==> config.mk <==
export PLATFORM = sky130hd
export DESIGN_NAME = spike_detector_mc_avalon
export DESIGN_NICKNAME = d
export VERILOG_FILES = /design/src/rtl/spike_mc_pkg.sv /design/src/rtl/spike_channel_filter.sv /design/src/rtl/spike_detector_mc_avalon.sv
export SDC_FILE = /design/constraint.sdc
export NUM_CORES = 2
export LEC_CHECK = 0
export BUFFER_PORTS_ARGS = -buffer_cell sky130_fd_sc_hd__buf_2
export CORE_UTILIZATION = 40
export DETAILED_ROUTE_END_ITERATION = 8
export GPL_TIMING_DRIVEN = 0
export PLACE_DENSITY = 0.54
export SLEW_MARGIN = 10
export SYNTH_ARGS = -nofsm -noshare
export SYNTH_HDL_FRONTEND = slang
export SYNTH_SLANG_ARGS = --single-unit
==> constraint.sdc <==
create_clock -name avl_clk_i -period 6.1 [get_ports avl_clk_i]
set_clock_uncertainty 0.15 [all_clocks]
set_input_delay 0.915 -clock avl_clk_i [delete_from_list [all_inputs] [get_ports avl_clk_i]]
set_output_delay 0.915 -clock avl_clk_i [all_outputs]
set_load 0.03 [all_outputs]
==> src/rtl/spike_mc_pkg.sv <==
// Shared constants for the multi-channel spike detector: register map,
// CTRL bit positions, ID value and the capture FSM state type.
package spike_mc_pkg;

    localparam logic [13:0] AddrId      = 14'h0000;
    localparam logic [13:0] AddrCtrl    = 14'h0001;
    localparam logic [13:0] AddrThresh  = 14'h0002;
    localparam logic [13:0] AddrMask    = 14'h0003;
    localparam logic [13:0] AddrDropped = 14'h0004;
    localparam logic [13:0] AddrTsLo    = 14'h0006;
    localparam logic [13:0] AddrTsHi    = 14'h0007;

    // Window samples live at 0x1000 + i.
    localparam logic [1:0]  AddrWinPage = 2'b01;

    localparam int unsigned CtrlStart   = 0;
    localparam int unsigned CtrlStop    = 1;
    localparam int unsigned CtrlAck     = 2;
    localparam int unsigned CtrlClrDrop = 3;

    localparam logic [15:0] IdValue     = 16'h5D02;
    localparam logic [15:0] ThreshReset = 16'h0400;

    typedef enum logic [1:0] {
        StIdle,
        StArmed,
        StCapture,
        StReady
    } state_e;

endpackage

==> src/rtl/spike_channel_filter.sv <==
// Per-channel running mean and spike compare. The accumulator holds the mean
// scaled by 2^AVG_SHIFT so fractional progress is kept between samples.
module spike_channel_filter #(
    parameter int unsigned SAMPLE_W  = 16,
    parameter int unsigned AVG_SHIFT = 4
) (
    input  logic                avl_clk_i,
    input  logic                avl_reset_i,
    input  logic [SAMPLE_W-1:0] sample_i,
    input  logic                sample_valid_i,
    input  logic                active_i,
    input  logic                clear_i,
    input  logic                mask_i,
    input  logic [15:0]         threshold_i,
    output logic                detect_o,
    output logic [SAMPLE_W-1:0] sample_o
);

    localparam int unsigned AccW = SAMPLE_W + AVG_SHIFT;

    logic [AccW-1:0]     acc_q, acc_d;
    logic [AccW:0]       acc_sum;
    logic [SAMPLE_W-1:0] mean;
    logic [SAMPLE_W:0]   diff;
    logic [SAMPLE_W:0]   dev;
    logic [16:0]         dev_ext;
    logic                detect_q, detect_d;
    logic [SAMPLE_W-1:0] sample_q;

    assign mean    = acc_q[AccW-1:AVG_SHIFT];
    // One extra bit keeps the signed difference and its magnitude exact.
    assign diff    = {sample_i[SAMPLE_W-1], sample_i} - {mean[SAMPLE_W-1], mean};
    assign dev     = diff[SAMPLE_W] ? -diff : diff;
    assign dev_ext = 17'(dev);
    assign acc_sum = {acc_q[AccW-1], acc_q} + {{AVG_SHIFT{diff[SAMPLE_W]}}, diff};

    // Next mean and detect flag for this channel.
    always_comb begin
        acc_d    = acc_q;
        detect_d = sample_valid_i && mask_i && (dev_ext > {1'b0, threshold_i});
        if (clear_i) begin
            acc_d = '0;
        end else if (sample_valid_i && active_i) begin
            acc_d = acc_sum[AccW-1:0];
        end
    end

    // Mean accumulator, registered detect flag and sample copy.
    always_ff @(posedge avl_clk_i or negedge avl_reset_i) begin
        if (!avl_reset_i) begin
            acc_q    <= '0;
            detect_q <= 1'b0;
            sample_q <= '0;
        end else begin
            acc_q    <= acc_d;
            detect_q <= detect_d;
            if (sample_valid_i) begin
                sample_q <= sample_i;
            end
        end
    end

    assign detect_o = detect_q;
    assign sample_o = sample_q;

endmodule

==> src/rtl/spike_detector_mc_avalon.sv <==
// Multi-channel spike detector with window capture and Avalon-MM slave.
// Optional feature: define SPIKE_MC_TIMESTAMP_EN to add the 32-bit trigger
// timestamp at addresses 6/7; otherwise those addresses read 0.
module spike_detector_mc_avalon
    import spike_mc_pkg::*;
#(
    parameter int unsigned NB_CHANNELS = 4,
    parameter int unsigned SAMPLE_W    = 16,
    parameter int unsigned WIN_DEPTH   = 64,
    parameter int unsigned AVG_SHIFT   = 4
) (
    input  logic                            avl_clk_i,
    input  logic                            avl_reset_i,
    input  logic [13:0]                     avl_address_i,
    input  logic [3:0]                      avl_byteenable_i,
    input  logic                            avl_write_i,
    input  logic [15:0]                     avl_writedata_i,
    input  logic                            avl_read_i,
    output logic                            avl_readdatavalid_o,
    output logic [15:0]                     avl_readdata_o,
    output logic                            avl_waitrequest_o,
    output logic                            avl_irq_o,
    input  logic [NB_CHANNELS*SAMPLE_W-1:0] sample_i,
    input  logic                            sample_valid_i
);

    localparam int unsigned IdxW  = $clog2(WIN_DEPTH);
    localparam int unsigned MaxCh = 16;

    state_e                 state_q, state_d;
    logic [IdxW-1:0]        wr_idx_q, wr_idx_d;
    logic [3:0]             win_ch_q, win_ch_d;
    logic [15:0]            thresh_q, dropped_q, dropped_d;
    logic [NB_CHANNELS-1:0] mask_q;
    logic                   valid_q;
    logic                   rdv_q;
    logic [15:0]            rdata_q, rdata_d;
    logic [MaxCh-1:0]       det_vec;
    logic [SAMPLE_W-1:0]    chan_sample [MaxCh];
    logic [SAMPLE_W-1:0]    win_mem [WIN_DEPTH];
    logic                   mem_we;
    logic [IdxW-1:0]        mem_waddr;
    logic [SAMPLE_W-1:0]    mem_wdata;
    logic                   active, clear_means, trig, det_any;
    logic                   ctrl_wr, ctrl_start, ctrl_stop, ctrl_ack, ctrl_clr;
    logic [3:0]             low_ch;
    logic [4:0]             det_cnt, drop_inc;
    logic [16:0]            drop_sum;
    logic [15:0]            status;
    logic [31:0]            ts_rd;
    logic                   unused_byteenable;

    assign unused_byteenable = ^avl_byteenable_i;

    assign active     = (state_q != StIdle);
    assign ctrl_wr    = avl_write_i && (avl_address_i == AddrCtrl);
    assign ctrl_stop  = ctrl_wr && avl_writedata_i[CtrlStop];
    assign ctrl_start = ctrl_wr && avl_writedata_i[CtrlStart] && !avl_writedata_i[CtrlStop];
    assign ctrl_ack   = ctrl_wr && avl_writedata_i[CtrlAck];
    assign ctrl_clr   = ctrl_wr && avl_writedata_i[CtrlClrDrop];

    for (genvar c = 0; c < MaxCh; c++) begin : g_ch
        if (c < NB_CHANNELS) begin : g_live
            spike_channel_filter #(
                .SAMPLE_W  (SAMPLE_W),
                .AVG_SHIFT (AVG_SHIFT)
            ) u_filter (
                .avl_clk_i      (avl_clk_i),
                .avl_reset_i    (avl_reset_i),
                .sample_i       (sample_i[c*SAMPLE_W +: SAMPLE_W]),
                .sample_valid_i (sample_valid_i),
                .active_i       (active),
                .clear_i        (clear_means),
                .mask_i         (mask_q[c]),
                .threshold_i    (thresh_q),
                .detect_o       (det_vec[c]),
                .sample_o       (chan_sample[c])
            );
        end else begin : g_pad
            assign det_vec[c]     = 1'b0;
            assign chan_sample[c] = '0;
        end
    end

    // Lowest detecting channel wins; count all detections for DROPPED.
    always_comb begin
        low_ch  = '0;
        det_cnt = '0;
        for (int c = 15; c >= 0; c--) begin
            if (det_vec[c]) begin
                low_ch = 4'(c);
            end
            det_cnt = det_cnt + {4'b0, det_vec[c]};
        end
    end

    assign det_any = |det_vec;

    // Capture FSM next state, window write port and DROPPED increment.
    always_comb begin
        state_d     = state_q;
        wr_idx_d    = wr_idx_q;
        win_ch_d    = win_ch_q;
        mem_we      = 1'b0;
        mem_waddr   = wr_idx_q;
        mem_wdata   = chan_sample[win_ch_q];
        drop_inc    = '0;
        clear_means = 1'b0;
        trig        = 1'b0;
        unique case (state_q)
            StIdle: ;
            StArmed: begin
                if (det_any) begin
                    trig      = 1'b1;
                    state_d   = StCapture;
                    win_ch_d  = low_ch;
                    mem_we    = 1'b1;
                    mem_waddr = '0;
                    mem_wdata = chan_sample[low_ch];
                    wr_idx_d  = IdxW'(1);
                    drop_inc  = det_cnt - 5'd1;
                end
            end
            StCapture: begin
                drop_inc = det_cnt;
                if (valid_q) begin
                    mem_we   = 1'b1;
                    wr_idx_d = wr_idx_q + 1'b1;
                    if (wr_idx_q == IdxW'(WIN_DEPTH - 1)) begin
                        state_d = StReady;
                    end
                end
            end
            StReady: begin
                drop_inc = det_cnt;
                if (ctrl_ack) begin
                    state_d = StArmed;
                end
            end
            default: state_d = StIdle;
        endcase
        if (ctrl_start) begin
            state_d     = StArmed;
            wr_idx_d    = '0;
            clear_means = 1'b1;
        end
        if (ctrl_stop) begin
            state_d  = StIdle;
            wr_idx_d = '0;
            win_ch_d = '0;
        end
    end

    assign drop_sum = {1'b0, dropped_q} + {12'b0, drop_inc};

    // DROPPED saturates; a clear request beats same-cycle increments.
    always_comb begin
        dropped_d = drop_sum[16] ? 16'hFFFF : drop_sum[15:0];
        if (ctrl_clr) begin
            dropped_d = '0;
        end
    end

    assign status = {8'h00, win_ch_q, 1'b0, state_q == StCapture, state_q == StReady, active};

    // Read data mux; a write in the same cycle suppresses the read.
    always_comb begin
        rdata_d = '0;
        if (avl_read_i && !avl_write_i) begin
            if (avl_address_i[13:12] == AddrWinPage) begin
                if (32'(avl_address_i[11:0]) < WIN_DEPTH) begin
                    rdata_d = 16'($signed(win_mem[avl_address_i[IdxW-1:0]]));
                end
            end else begin
                case (avl_address_i)
                    AddrId:      rdata_d = IdValue;
                    AddrCtrl:    rdata_d = status;
                    AddrThresh:  rdata_d = thresh_q;
                    AddrMask:    rdata_d = 16'(mask_q);
                    AddrDropped: rdata_d = dropped_q;
                    AddrTsLo:    rdata_d = ts_rd[15:0];
                    AddrTsHi:    rdata_d = ts_rd[31:16];
                    default:     rdata_d = '0;
                endcase
            end
        end
    end

    // FSM, configuration registers and Avalon read response.
    always_ff @(posedge avl_clk_i or negedge avl_reset_i) begin
        if (!avl_reset_i) begin
            state_q   <= StIdle;
            wr_idx_q  <= '0;
            win_ch_q  <= '0;
            thresh_q  <= ThreshReset;
            mask_q    <= '1;
            dropped_q <= '0;
            valid_q   <= 1'b0;
            rdv_q     <= 1'b0;
            rdata_q   <= '0;
        end else begin
            state_q   <= state_d;
            wr_idx_q  <= wr_idx_d;
            win_ch_q  <= win_ch_d;
            dropped_q <= dropped_d;
            valid_q   <= sample_valid_i;
            rdv_q     <= avl_read_i && !avl_write_i;
            rdata_q   <= rdata_d;
            if (avl_write_i && (avl_address_i == AddrThresh)) begin
                thresh_q <= avl_writedata_i;
            end
            if (avl_write_i && (avl_address_i == AddrMask)) begin
                mask_q <= avl_writedata_i[NB_CHANNELS-1:0];
            end
        end
    end

    // Window RAM write port; contents survive stop and reset.
    always_ff @(posedge avl_clk_i) begin
        if (mem_we) begin
            win_mem[mem_waddr] <= mem_wdata;
        end
    end

`ifdef SPIKE_MC_TIMESTAMP_EN
    logic [31:0] ts_cnt_q, ts_at_q, ts_lat_q;

    // Valid-sample counter, its value at each strobe, and the trigger latch.
    always_ff @(posedge avl_clk_i or negedge avl_reset_i) begin
        if (!avl_reset_i) begin
            ts_cnt_q <= '0;
            ts_at_q  <= '0;
            ts_lat_q <= '0;
        end else begin
            if (ctrl_start) begin
                ts_cnt_q <= '0;
            end else if (sample_valid_i && active) begin
                ts_cnt_q <= ts_cnt_q + 32'd1;
            end
            if (sample_valid_i) begin
                ts_at_q <= ts_cnt_q;
            end
            if (trig) begin
                ts_lat_q <= ts_at_q;
            end
        end
    end

    assign ts_rd = ts_lat_q;
`else
    assign ts_rd = '0;
`endif

    assign avl_readdatavalid_o = rdv_q;
    assign avl_readdata_o      = rdata_q;
    assign avl_waitrequest_o   = 1'b0;
    assign avl_irq_o           = (state_q == StReady);

endmodule

# [After elaboration in Yosys (flattened, before gate mapping)]
# Memory sizes are Yosys's and may differ from the RTL's.
# Cells that the tools add are included.
# Widths: inputs -> output; s select.
[op_classes] n_addsub=18 order_cmp=7 eq_ne=13 n_mux=55 bitwise_logic=2 n_reduce_logical=32
[ops] operator="$mux 16" count=11
[ops] operator="$mux 20" count=8
[ops] operator="$bmux 16 s4" count=2
[ops] operator="$add 20x17->20" count=4
[ops] operator="$pmux 16 s5" count=1
[ops] operator="$gt 17x16->1" count=4
[ops] operator="$mux 17" count=4
[ops] operator="$neg 17->17" count=4
[ops] operator="$sub 16x16->17" count=4
[ops] operator="$mux 6" count=6
[ops] operator="$eq 14x2->1 const B" count=2
[ops] operator="$mux 2" count=10
[ops] operator="$logic_and 1x1->1" count=18
[ops] operator="$add 16x5->17" count=1
[ops] operator="$eq 14x1->1 const B" count=1
[ops] operator="$eq 14x3->1 const B" count=1
[ops] operator="$logic_not 14->1" count=1
[ops] operator="$lt 12x7->1 const B" count=1
[ops] operator="$mux 4" count=3
[ops] operator="$pmux 6 s2" count=1
[ops] operator="$ge 5x5->1 const B" count=2
[ops] operator="$pmux 5 s2" count=1
[ops] operator="$ne 4x4->1 const B" count=2
[ops] operator="$reduce_bool 2->1" count=4
[ops] operator="other kinds (24)" count=31
[word_totals] register_bits=214 ram_bits=1024 out_inout_bits=19 wordCells=149 mem_count=1
[mem_list] memory="win_mem" depth=64 width=16 read_ports=1 rd_ports_with_merged_regs=0 wr=1 line_no="spike_detector_mc_avalon.sv:40" text="logic [SAMPLE_W-1:0] win_mem [WIN_DEPTH];"

# [Depth between registers and ports, before layout]
[depth] depth_word=10 ltp_mapped=23 mapped_depth_nobuf=22

# [Modules after synthesis]
# A second synthesis with hierarchy kept.
[unflattened] cells_unflattened=4109 hier_area_um2=59344.4
[modules_own_cells] module="spike_detector_mc_avalon" n_inst=1 cells_per_inst=2338 area_per_inst_um2=44380.1 seq_area_each_um2=32357.3
[modules_own_cells] module="spike_channel_filter (g_ch[1].g_live.u_filter ...)" n_inst=3 cells_per_inst=438 area_per_inst_um2=3728.6 seq_area_each_um2=925.9
[modules_own_cells] module="spike_channel_filter (g_ch[0].g_live.u_filter)" n_inst=1 cells_per_inst=457 area_per_inst_um2=3778.6 seq_area_each_um2=925.9

# [Worst setup path before layout]
# No wires, ideal clock.
[synth_path] path_kind="input-to-reg" startpoint="input port sample_i[0]" endpoint="register g_ch[0].g_live.u_filter.detect_q" setup_ns=0.126 arrival_ns=4.967 t_required_ns=5.824 slack_ns=0.857 path_stages=23 n_path_buf=1 path_cell_list="inv_1 > ha_1 > fa_1 > nor2b_1 > o31ai_1 > a211oi_2 > a31oi_1 > o2111ai_1 > and2_2 > clkbuf_1 > inv_1 > mux2_2 > ha_1 > nor2b_1 > o21a_1 > o21a_1 > o21a_1 > o21a_1 > o2111ai_1 > a21oi_1 > o311a_1 > a211oi_1 > o21ai_1"
[synth_via] elab_chain_cells=5
[synth_rtl] item="from (decl)" line_no="spike_detector_mc_avalon.sv:23" text="input logic [NB_CHANNELS*SAMPLE_W-1:0] sample_i,"
[synth_rtl] item="$sub 16x16->17 *" line_no="spike_channel_filter.sv:32" text="assign diff = {sample_i[SAMPLE_W-1], sample_i} - {mean[SAMPLE_W-1], mean};"
[synth_rtl] item="$neg 17->17" line_no="spike_channel_filter.sv:33" text="assign dev = diff[SAMPLE_W] ? -diff : diff;"
[synth_rtl] item="$mux 17 *" line_no="spike_channel_filter.sv:33"
[synth_rtl] item="$gt 17x16->1 *" line_no="spike_channel_filter.sv:40" text="detect_d = sample_valid_i && mask_i && (dev_ext > {1'b0, threshold_i});"
[synth_rtl] item="$logic_and 1x1->1 *" line_no="spike_channel_filter.sv:40"
[synth_rtl] item="via g_ch[0].g_live.u_filter.detect_d" line_no="spike_channel_filter.sv:27" text="logic detect_q, detect_d;"
[synth_rtl] item="to (signal assigned)" line_no="spike_channel_filter.sv:56" text="detect_q <= detect_d;"
[synth_rtl] item="to (decl)" line_no="spike_channel_filter.sv:27"
# Mark *: on every way through the listed nets, which the timed path passes. The rest lies on a longest branch.
# A chain may end at the register's enable or synchronous reset.

# [Final worst setup path]
# Ends and elaborated chain as after synthesis.

==> run_results.csv <==
group,metric,value,unit
run_status,outcome,"finished with violations",
run_status,violations,"design-rule violations",
global_route,use_met2,36.46,%
placed_design,pre_cts_slack,-0.3320,ns
timing,fin_hold_ws,0.2108,ns
worst_setup_path,cp.arrival,6.20,ns
yosys,syn_area,58100,µm²
worst_setup_path,crit_path_start_kind,"primary input",
yosys,ys_top_cells_by_area,"edfxtp_1, mux4_2, dfrtp_1",
floorplanning,dieArea,146800,µm²
yosys,syn-num-nets,3986,
power_and_ir_drop,power_leakage,23.51,nW
clock_network,cts_sinks,1236,
timing,setup_viol,0,
clock_network,numCtsBuffers,139,
finish,drive_gt1_share,24.19,%
worst_setup_path,path_class,"in2reg",
placed_design,portBuffers,112,
route,drt_iter0_markers,4038,
power_and_ir_drop,p_per_area,468.1,nW/µm²
global_route,use_met1,35.46,%
yosys,synth_ff_type,"edfxtp_1",
placed_design,placed_cells,5740,
timing,period_minus_slack,5.750,ns
worst_setup_path,cp-startpoint,"sample_i[0]",
placed_design,dp_hpwl,127800,µm
timing,rsz0062_at_grt,"false",
clock_network,cts_setup_buffers,0,
timing,finalCritPeriodShare,94.26,%
yosys,ys_seq_elements,1236,
global_route,grt_pass1_wl,250600,µm
global_route,grt_pass1_vias,34350,
finish,area_growth,15.46,%
power_and_ir_drop,power,31.40,mW
worst_setup_path,endpoint,"g_ch[0].g_live.u_filter.detect_o",
worst_setup_path,r2r_start,"g_ch[0].g_live.u_filter.acc_q[4]",
global_route,use_met3,3.924,%
timing,hold_violations,0,
yosys,synth.avg_cell_area,15.91,µm²
finish,final_cell_area,67090,µm²
yosys,ys_seq_area_share,62.06,%
global_route,antenna_found_initial,13,
worst_setup_path,ff2ff_setup_slack,0.44,ns
yosys,yosysTopAreaCellShare,52.92,%
clock_network,clock_path_buffers,3,
power_and_ir_drop,peakVddDrop,287.6,µV
worst_setup_path,worst-r2r-cell-count,22,
floorplanning,die-height,383.1,µm
yosys,ys_types,98,
floorplanning,core_area,143800,µm²
worst_setup_path,r2r_end,"g_ch[0].g_live.u_filter.detect_o",
clock_network,cts-root-buf,"clkbuf_16",
placed_design,dpl_cell_area,62490,µm²
route,firstDrtPassIters,9,
global_route,busiest_layer,"met2",
clock_network,clk_pin_slew,0.06,ns
yosys,synth_area_leader_cell,"edfxtp_1",
timing,drv_slew,0,
timing,relSlewSlack,15.71,%
finish,nets,4313,
yosys,yosys_warnings,0,
floorplanning,io-pin-count,122,
route,vias,35160,
worst_setup_path,path_max_fanout,8,
global_route,track_usage,24.01,%
worst_setup_path,cp-end-kind,"flip-flop",
route,routed_via_density,5.865,
global_route,overflow,0,
clock_network,cts_tree,"built",
yosys,syn_inst,3653,
global_route,grt_max_degree,82,
timing,fmax,173.9,MHz
hold_path,hp-class,"in2reg",
yosys,synth_edf_count,1024,
flow_run,drv_cap,0,
yosys,async_reset_ff_share,17.15,%
timing,fin_ws,0.3502,ns
floorplanning,die_w,383.1,µm
route,detail_route.wl_per_cell,29.32,µm
finish,final.fill_count,12380,
floorplanning,initial_utilization,40.40,%
clock_network,clkLatencyLatePin,0.78,ns
route,route.detailed.drc,44,
placed_design,routabilityCongestion,0.9083,
finish,final_cells,5995,
worst_setup_path,worstPathRequired,6.55,ns
clock_network,htreeDepth,4,
route,detail-route-antenna-nets,0,
timing,tightest_slew,1.264,ns
route,drt-total-wl,175800,µm
floorplanning,rows,139,
==> worst max-delay path: stages <==
cell and delay [ns]:
buf_2 0.15, inv_1 0.14, ha_1 0.28, fa_1 0.41, nor2b_1 0.22, o31ai_1 0.12, a211oi_2 0.36, a31oi_1 0.22
o2111ai_1 0.23, and2_2 0.16, clkbuf_1 0.27, inv_1 0.27, mux2_2 0.33, ha_1 0.30, nor2b_1 0.14, o21a_1 0.16
o21a_1 0.17, o21a_1 0.17, o21a_1 0.16, o2111ai_1 0.18, a21oi_1 0.10, o311a_1 0.34, a211oi_1 0.23, o21ai_1 0.17
==> timing repair <==
item / 4_1_cts / 5_1_grt
endpoints found under the hold margin: 63 / 0
hold buffers: 1 / 0
resized for setup: 0 / 0
==> cell type report <==
cell class              count  area [µm²]  share of cell area [%]
diodes                      3       7.507                 0.01119
plain buffers             143       595.6                  0.8877
clock buffers             175        3715                   5.537
clock inverters            75       825.8                   1.231
inverters                 143       536.8                  0.8001
multi-input cells        2131       21140                   31.52
flip-flops and latches   1236       36060                   53.75
well taps                1903        2381                   3.549
repair buffers            186        1822                   2.715
==> synth_stat cells, types with 42 or more instances <==
cell,count
a21oi_1,196
clkbuf_1,93
dfrtp_1,207
edfxtp_1,1024
ha_1,220
inv_1,143
mux2_2,103
mux4_2,368
nand2_1,150
nand3_1,48
nor2_1,242
nor3_1,42
o21a_1,42
o21ai_0,91
xnor2_1,95
xor2_1,65
==> cell usage in the layout, fill, tap and decap left out, drive strengths merged, types with 10 or more instances in the layout <==
| master | n |
|---|---|
| nor3b | 12 |
| o31ai | 13 |
| inv | 151 |
| o21a | 43 |
| mux2 | 103 |
| nand2 | 151 |
| nand2b | 33 |
| or4 | 10 |
| a222oi | 10 |
| a21o | 39 |
| edfxtp | 1024 |
| a21oi | 198 |
| fa | 10 |
| buf | 230 |
| mux4 | 368 |
| clkbuf | 273 |
| nand3 | 48 |
| o21ai | 96 |
| or3 | 18 |
| dfrtp | 207 |
| and3 | 28 |
| nor2 | 245 |
| nor3 | 43 |
| a211oi | 33 |
| clkinv | 53 |
| xor2 | 65 |
| xnor2 | 95 |
| nor2b | 38 |
| nand3b | 11 |
| ha | 220 |
| nor4 | 11 |
| o211ai | 18 |
| a31oi | 22 |
| nand4 | 18 |
| or2 | 10 |
==> power breakdown <==
group	internal [mW]	total (mW)	leakage, nW	switching [mW]
Clock	4.73	8.35	2.19	3.63
Combinational	5.37	12.9	9.58	7.58
Sequential	9.77	10.1	11.7	0.332
==> metal layers <==
layer  part of all wire, %  wire length, µm
met1                    45            79200
met5                     0                0
met3                   7.0            12350
met2                    45            79350
met4                   2.8             4872
==> logic make-up (layout without fill, tap and decap cells) <==
logic type / Yosys count / in the layout / share of synthesized area [%]
buffers and inverters: 286 / 722 / 1.916
muxes: 479 / 479 / 16.40
and+or+nand+nor: 703 / 703 / 5.937
adders and majority gates: 236 / 236 / 5.185
DFF: 1236 / 1236 / 62.06
other: 1 / 4 / 0.006454
xor gates and xnor gates: 160 / 160 / 2.412
AOI/OAI and AO/OA: 552 / 552 / 6.083
==> state kept, by name (all words and copies together), names as in the netlist <==
| name | cells |
|---|---|
| avl_readdata_o | 16 |
| avl_readdatavalid_o | 1 |
| dropped_q | 16 |
| g_ch.g_live.u_filter.acc_q | 80 |
| g_ch.g_live.u_filter.detect_o | 4 |
| g_ch.g_live.u_filter.sample_o | 64 |
| mask_q | 4 |
| state_q | 2 |
| thresh_q | 16 |
| valid_q | 1 |
| win_ch_q | 2 |
| win_mem | 1024 |
| wr_idx_q | 6 |
==> how the worst min path moves through the flow <==
stage	start	to	cells after the start
2_1_floorplan	thresh_q[1]	thresh_q[1]	1
4_1_cts	avl_writedata_i[12]	thresh_q[12]	2
3_3_place_gp	thresh_q[1]	thresh_q[1]	1
6_report	avl_writedata_i[12]	thresh_q[12]	2
3_5_place_dp	thresh_q[1]	thresh_q[1]	1
5_1_grt	avl_writedata_i[8]	thresh_q[8]	2
==> stage by stage <==
step,TNS (ns),utilization (%)
finish,0,46.64
global route,0,46.64
CTS,0,46.61
detailed placement,-0.5296,43.45
global placement,-48.70,42.44
floorplan,0,-
(Power assumes the default switching activity.)
